$ cat src/rtl/expansion_pkg.sv
// Shared constants and width helpers for the expansion input path.
package expansion_pkg;

  localparam int unsigned EXP_WIDTH    = 8;
  localparam int unsigned EXP_TICK_DIV = 1000;
  localparam int unsigned EXP_DEBOUNCE = 16;

  function automatic int unsigned clog2(input int unsigned v);
    int unsigned r;
    r = 0;
    for (int i = 0; i < 32; i++) begin
      if ((64'd1 << i) < 64'(v)) r = i + 1;
    end
    return r;
  endfunction

  // Counters need at least one bit even when clog2 collapses to 0.
  function automatic int unsigned width_for(input int unsigned n);
    return (clog2(n) < 1) ? 1 : clog2(n);
  endfunction

endpackage

$ cat src/rtl/expansion_filter_bit.sv
// One expansion input bit: sync, debounce counter, edge pulses, sticky latch.
// Sticky latches exist only when EXPANSION_FILTER_STICKY_EN is defined.
module expansion_filter_bit
  import expansion_pkg::*;
#(
  parameter int unsigned DEBOUNCE = EXP_DEBOUNCE,
  parameter logic        INIT     = 1'b0
) (
  input  logic clk,
  input  logic rst,
  input  logic tick,
  input  logic raw,
  input  logic clear,
  output logic filtered,
  output logic rise,
  output logic fall,
  output logic sticky_rise,
  output logic sticky_fall
);

  logic s1;
  logic filt_d;

  always_ff @(posedge clk) begin
    if (rst) s1 <= INIT;
    else     s1 <= raw;
  end

  generate
    if (DEBOUNCE == 0) begin : g_pass
      // The filtered flop doubles as the second sync stage.
      logic unused_tick;
      assign unused_tick = tick;

      always_ff @(posedge clk) begin
        if (rst) filtered <= INIT;
        else     filtered <= s1;
      end
    end else begin : g_deb
      localparam int unsigned CW = width_for(DEBOUNCE + 1);
      localparam logic [CW-1:0] DMAX = CW'(DEBOUNCE);

      logic          s2;
      logic [CW-1:0] cnt;

      always_ff @(posedge clk) begin
        if (rst) begin
          s2       <= INIT;
          cnt      <= '0;
          filtered <= INIT;
        end else begin
          s2 <= s1;
          if (s2 == filtered) begin
            cnt <= '0;
          end else if (cnt == DMAX) begin
            filtered <= s2;
            cnt      <= '0;
          end else if (tick) begin
            cnt <= cnt + CW'(1);
          end
        end
      end
    end
  endgenerate

  always_ff @(posedge clk) begin
    if (rst) begin
      filt_d <= INIT;
      rise   <= 1'b0;
      fall   <= 1'b0;
    end else begin
      filt_d <= filtered;
      rise   <= filtered & ~filt_d;
      fall   <= ~filtered & filt_d;
    end
  end

`ifdef EXPANSION_FILTER_STICKY_EN
  // A new event wins over a coincident clear.
  always_ff @(posedge clk) begin
    if (rst) begin
      sticky_rise <= 1'b0;
      sticky_fall <= 1'b0;
    end else begin
      sticky_rise <= rise | (sticky_rise & ~clear);
      sticky_fall <= fall | (sticky_fall & ~clear);
    end
  end
`else
  logic unused_clear;
  assign unused_clear = clear;
  assign sticky_rise  = 1'b0;
  assign sticky_fall  = 1'b0;
`endif

endmodule

$ cat src/rtl/expansion_input_filter.sv
// Debounced level/edge front end for the shift-register expansion inputs.
// Optional sticky edge latches: EXPANSION_FILTER_STICKY_EN.
module expansion_input_filter
  import expansion_pkg::*;
#(
  parameter int unsigned      WIDTH    = EXP_WIDTH,
  parameter int unsigned      TICK_DIV = EXP_TICK_DIV,
  parameter int unsigned      DEBOUNCE = EXP_DEBOUNCE,
  parameter logic [WIDTH-1:0] INIT     = '0
) (
  input  logic             clk,
  input  logic             rst,
  input  logic [WIDTH-1:0] raw_in,
  output logic [WIDTH-1:0] filtered,
  output logic [WIDTH-1:0] rise,
  output logic [WIDTH-1:0] fall,
  output logic [WIDTH-1:0] sticky_rise,
  output logic [WIDTH-1:0] sticky_fall,
  input  logic [WIDTH-1:0] clear
);

  logic tick;

  generate
    if (DEBOUNCE == 0) begin : g_no_pre
      assign tick = 1'b0;
    end else begin : g_pre
      localparam int unsigned PW = width_for(TICK_DIV);
      localparam logic [PW-1:0] PMAX = PW'(TICK_DIV - 1);

      logic [PW-1:0] pre;

      assign tick = (pre == PMAX);

      always_ff @(posedge clk) begin
        if (rst)       pre <= '0;
        else if (tick) pre <= '0;
        else           pre <= pre + PW'(1);
      end
    end

    for (genvar i = 0; i < WIDTH; i++) begin : g_bit
      expansion_filter_bit #(
        .DEBOUNCE(DEBOUNCE),
        .INIT    (INIT[i])
      ) u_bit (
        .clk        (clk),
        .rst        (rst),
        .tick       (tick),
        .raw        (raw_in[i]),
        .clear      (clear[i]),
        .filtered   (filtered[i]),
        .rise       (rise[i]),
        .fall       (fall[i]),
        .sticky_rise(sticky_rise[i]),
        .sticky_fall(sticky_fall[i])
      );
    end
  endgenerate

endmodule

$ cat config.mk
export PLATFORM = sky130hd
export DESIGN_NAME = expansion_input_filter
export DESIGN_NICKNAME = d
export VERILOG_FILES = /design/src/rtl/expansion_pkg.sv /design/src/rtl/expansion_filter_bit.sv /design/src/rtl/expansion_input_filter.sv
export SDC_FILE = /design/constraint.sdc
export NUM_CORES = 1
export LEC_CHECK = 0
export ABC_AREA = 1
export BUFFER_PORTS_ARGS = -buffer_cell sky130_fd_sc_hd__buf_2
export CELL_PAD_IN_SITES_DETAIL_PLACEMENT = 2
export CELL_PAD_IN_SITES_GLOBAL_PLACEMENT = 2
export CORE_ASPECT_RATIO = 1.1
export CORE_UTILIZATION = 30
export CTS_CLUSTER_DIAMETER = 80
export DETAILED_ROUTE_END_ITERATION = 7
export PLACE_DENSITY = 0.73
export SETUP_SLACK_MARGIN = 0.5
export SYNTH_ARGS = -nofsm -noshare
export SYNTH_HDL_FRONTEND = slang
export SYNTH_SLANG_ARGS = --single-unit
export TNS_END_PERCENT = 10
$ cat constraint.sdc
create_clock -name clk -period 1.8 [get_ports clk]
set_input_delay 0.36 -clock clk [delete_from_list [all_inputs] [get_ports clk]]
set_output_delay 0.36 -clock clk [all_outputs]
set_load 0.03 [all_outputs]
==> flow_summary.html <==
<table>
<tr><th>Metric</th><th>Value</th></tr>
<tr><th colspan="2">Logic synthesis</th></tr>
<tr><td>Share of the yosys chip area belonging to registers</td><td>43.4%</td></tr>
<tr><td>Number of synthesized register bits</td><td>98</td></tr>
<tr><td>Post-Synthesis Cell Area</td><td>0.00452 mm2</td></tr>
<tr><td>Number of flops mapped to enable cells by yosys</td><td>0</td></tr>
<tr><td>Most instantiated library cell after synthesis</td><td>nand2_1</td></tr>
<tr><td>Most common flop cell mapped by yosys</td><td>dfxtp_1</td></tr>
<tr><td>Library cell occupying the most area in the post-synthesis netlist</td><td>dfxtp_1</td></tr>
<tr><td>Most frequent cells after synthesis</td><td>133 x nand2_1, 105 x nor2_1, 98 x dfxtp_1</td></tr>
<tr><td>Post-synthesis share of cell area spent on xor and xnor gates</td><td>2.71%</td></tr>
<tr><td>Synthesized area divided by synthesized cell count</td><td>7.36 um2</td></tr>
<tr><td>Largest family of logic cells by synthesized area</td><td>simple AND/OR/NAND/NOR gates</td></tr>
<tr><td>Cell types occupying the most area after synthesis</td><td>dfxtp_1 43%, nand2_1 11%, nor2_1 8.7%</td></tr>
<tr><td>Area fraction in and, or, nand and nor cells after synthesis</td><td>29.3%</td></tr>
<tr><td>Synth cell types</td><td>29</td></tr>
<tr><td>Proportion of netlist area held by the largest area contributor</td><td>43.4%</td></tr>
<tr><td>Area fraction in compound gates after synthesis</td><td>4.73%</td></tr>
<tr><td>Fraction of synthesized area in multiplexers</td><td>0%</td></tr>
<tr><td>Number of instances in the synthesized netlist</td><td>614</td></tr>
<tr><td>Count of yosys warnings during synthesis</td><td>0</td></tr>
<tr><td>Adder-cell share of the synthesized area</td><td>4.98%</td></tr>
<tr><td>Asr flop ratio synth</td><td>0%</td></tr>
<tr><th colspan="2">Clock tree</th></tr>
<tr><td>Clock input transition at the sequential cells of the worst setup and hold paths</td><td>0.07 ns</td></tr>
<tr><td>Clock tree root driver cell</td><td>clkbuf_16</td></tr>
<tr><td>Total of hold buffers inserted after clock tree synthesis</td><td>0</td></tr>
<tr><td>TritonCTS clock tree</td><td>yes</td></tr>
<tr><td>Number of CTS-inserted buffers</td><td>9</td></tr>
<tr><td>Insertion delay of the later-clocked pin in the worst-skew pair</td><td>0.36 ns</td></tr>
<tr><td>Number of H-tree branching levels</td><td>3</td></tr>
<tr><td>Number of sinks on the clock net</td><td>98</td></tr>
<tr><td>Longest Clk Path Bufs</td><td>2</td></tr>
<tr><th colspan="2">Timing</th></tr>
<tr><td>Number of endpoints failing setup at the final stage</td><td>0</td></tr>
<tr><td>RSZ-0062 raised after global routing</td><td>yes</td></tr>
<tr><td>Clock period minus worst slack</td><td>1.39 ns</td></tr>
<tr><td>Setup ws final</td><td>0.414 ns</td></tr>
<tr><td>Worst setup skew after layout</td><td>0.00905 ns</td></tr>
<tr><td>Final hold violation count</td><td>0</td></tr>
<tr><td>Final-layout setup total negative slack</td><td>0 ns</td></tr>
<tr><td>Number of pins with negative max-slew slack in the final report</td><td>0</td></tr>
<tr><td>Crit share post-route</td><td>77.0%</td></tr>
<tr><td>Highest clock frequency the design can meet</td><td>721 MHz</td></tr>
<tr><th colspan="2">Route</th></tr>
<tr><td>Vias post-DR</td><td>3803</td></tr>
<tr><td>Routed wire length</td><td>11700 um</td></tr>
<tr><td>Mean routed wirelength per cell</td><td>14.1 um</td></tr>
<tr><td>Number of iterations in the first detailed-routing pass</td><td>4</td></tr>
<tr><td>Post-detailed-route DRC marker count</td><td>0</td></tr>
<tr><td>Post-DR vias/cell</td><td>4.58</td></tr>
<tr><td>Post-route ant nets</td><td>0</td></tr>
<tr><td>Violation count after the first detailed-routing iteration</td><td>99</td></tr>
<tr><th colspan="2">GRT</th></tr>
<tr><td>Initial antenna violation count</td><td>0</td></tr>
<tr><td>Global-route wire length before repair</td><td>19300 um</td></tr>
<tr><td>Global-route usage over all layers</td><td>16.0%</td></tr>
<tr><td>M3 GR Usage</td><td>2.21%</td></tr>
<tr><td>Total congestion overflow</td><td>0</td></tr>
<tr><td>Global routing met2 resource utilization</td><td>31.8%</td></tr>
<tr><td>Vias in the first global route</td><td>4085</td></tr>
<tr><td>M1 GR Usage</td><td>16.4%</td></tr>
<tr><td>Most utilized layer in the global route result</td><td>met2</td></tr>
<tr><td>Maximum number of pins on one net before global-route repair</td><td>34</td></tr>
<tr><th colspan="2">Place</th></tr>
<tr><td>Half-perimeter wire length of the detailed placement result</td><td>8180 um</td></tr>
<tr><td>Worst slack at placement</td><td>0.176 ns</td></tr>
<tr><td>Placed cell area</td><td>0.00467 mm2</td></tr>
<tr><td>Final Wtd Congestion</td><td>0.694</td></tr>
<tr><td>Number of I/O port buffers</td><td>33</td></tr>
<tr><th colspan="2">Die</th></tr>
<tr><td>Floorplan row count</td><td>46</td></tr>
<tr><td>Standard cell core area</td><td>0.0146 mm2</td></tr>
<tr><td>Die Area</td><td>0.0156 mm2</td></tr>
<tr><td>Initial Util</td><td>31.1%</td></tr>
<tr><td>Die X-Extent</td><td>119 um</td></tr>
<tr><td>IO Pins</td><td>58</td></tr>
<tr><td>Vert. Die Dim</td><td>131 um</td></tr>
<tr><th colspan="2">Worst setup path</th></tr>
<tr><td>WS Path Type</td><td>reg -&gt; reg</td></tr>
<tr><td>Startpoint type of the worst setup path</td><td>flip-flop</td></tr>
<tr><td>Critical Path RT</td><td>2.05 ns</td></tr>
<tr><td>Kind of cell with the highest combined delay on the critical path</td><td>simple AND/OR/NAND/NOR gates</td></tr>
<tr><td>Crit-path max FO</td><td>5</td></tr>
<tr><td>CP Buf/Inv Count</td><td>2</td></tr>
<tr><td>CP cell instances</td><td>ha_4, nand2_4, nor2_4, nand3_4, buf_12, clkbuf_16, nand2_1, a21oi_2</td></tr>
<tr><td>Arrival time of data at the critical path endpoint</td><td>1.63 ns</td></tr>
<tr><td>Cell type of the slowest stage on the worst timing path</td><td>dfxtp_2</td></tr>
<tr><td>Endpoint kind of the worst setup timing path</td><td>flip-flop</td></tr>
<tr><td>Crit-path max cell delay</td><td>0.35 ns</td></tr>
<tr><th colspan="2">Layout</th></tr>
<tr><td>Post-route cell area</td><td>0.00519 mm2</td></tr>
<tr><td>Fraction of final layout cells with drive strength greater than 1</td><td>16.9%</td></tr>
<tr><td>NumNets Final</td><td>670</td></tr>
<tr><td>Signed area change from the synthesized netlist to the final layout</td><td>14.7%</td></tr>
<tr><td>Area occupied by multi-input gates</td><td>0.00202 mm2</td></tr>
<tr><td>Number of antenna diodes</td><td>0</td></tr>
<tr><td>Sequential Area</td><td>0.00198 mm2</td></tr>
<tr><td>Filler cells</td><td>1700</td></tr>
<tr><th colspan="2">Flow run</th></tr>
<tr><td>Max-cap check violation count</td><td>0</td></tr>
<tr><th colspan="2">Min path</th></tr>
<tr><td>Path type of the worst min-delay path</td><td>in -&gt; reg</td></tr>
<tr><th colspan="2">Pwr</th></tr>
<tr><td>Leakage</td><td>2.23 nW</td></tr>
<tr><td>Highest ir drop seen on vdd</td><td>0.357 mV</td></tr>
<tr><td>P per Cell Area</td><td>845 mW/mm2</td></tr>
<tr><th colspan="2">Status</th></tr>
<tr><td>Status</td><td>finished, final reports clean</td></tr>
</table>
layout by cell type, fill, tap and decap left out, types with 3 or more instances in the layout:
cell type,n
dfxtp_2,13
nand2_1,129
nand3_1,43
nor3_1,10
xor2_1,11
xnor2_1,3
buf_4,9
inv_1,67
nand2_2,6
clkbuf_16,10
a21oi_1,26
nor2_1,100
dfxtp_1,85
nand4_1,8
or2_2,6
o21ai_1,3
ha_1,17
buf_12,3
o21ai_0,8
nor2_4,6
buf_2,33
inv_2,3
conb_1,16
routing by layer:
layer	up-vias	wire, um	share of wire, %
met5	-	0	0
met4	0	218	1.9
met3	12	163	1.4
li1	1882	-	-
met2	30	6580	56
met1	1879	4740	41
registers in the layout (all words and copies together) (netlist names):
register / cells
g_pre.pre: 10
g_bit.u_bit.s1: 8
g_bit.u_bit.fall: 8
g_bit.u_bit.filt_d: 8
g_bit.u_bit.filtered: 8
g_bit.u_bit.g_deb.s2: 8
g_bit.u_bit.rise: 8
g_bit.u_bit.g_deb.cnt: 40
kinds of logic after synthesis:
| group | after synthesis |
|---|---|
| buffers and inverters | 127 |
| adder cells (fa/ha/maj) | 18 |
| AND/OR/NAND/NOR | 315 |
| AO/OA/AOI/OAI | 41 |
| flip-flops | 98 |
| other | 1 |
| XOR/XNOR | 14 |
worst paths after layout:
check	startpoint	endpoint	slack [ns]	depth (start not counted)
min reg2reg	g_bit[2].u_bit.s1	g_bit[2].u_bit.g_deb.s2	0.41	2
max	g_pre.pre[0]	g_bit[4].u_bit.g_deb.cnt[2]	0.41	8
max reg2reg	g_pre.pre[0]	g_bit[4].u_bit.g_deb.cnt[2]	0.41	8
min	raw_in[6]	g_bit[6].u_bit.s1	0.21	3
worst register-to-register path, stage by stage (launching register included):
cell,delay [ns]
dfxtp_2,0.35
ha_4,0.14
nand2_4,0.07
nor2_4,0.13
nand3_4,0.15
buf_12,0.17
clkbuf_16,0.15
nand2_1,0.07
a21oi_2,0.05
repair_timing:
item                       in CTS  in global routing
setup endpoints to repair      58                 58
setup buffers                   4                  1
resized for setup              27                 15
pin swaps                       5                  4
gates cloned                    1                  1
report_power, final:
group	internal, mW	switching [mW]
Combinational	0.0461	0.121
Clock	1.12	0.895
Sequential	2.19	0.0137
metrics by stage:
step	std cells	util [%]	hold WS (ns)	total power, mW
after detailed placement	808	32.0	0.399	2.41
final	830	35.6	0.208	4.38
after global placement	808	32.0	0.393	2.40
after CTS	828	35.1	0.194	4.44
after global routing	830	35.6	0.207	4.54
after floorplan	629	-	0.388	2.39
final cells by class:
class                      count  area share (%)
multi-input combinational    404            39.0
tap                          192            4.63
clock inverter                 5            1.23
sequential                    98            38.1
inverter                      72            5.33
timing repair buffer          49            7.09
clock buffer                  10            4.61
(Power assumes the default switching activity.)
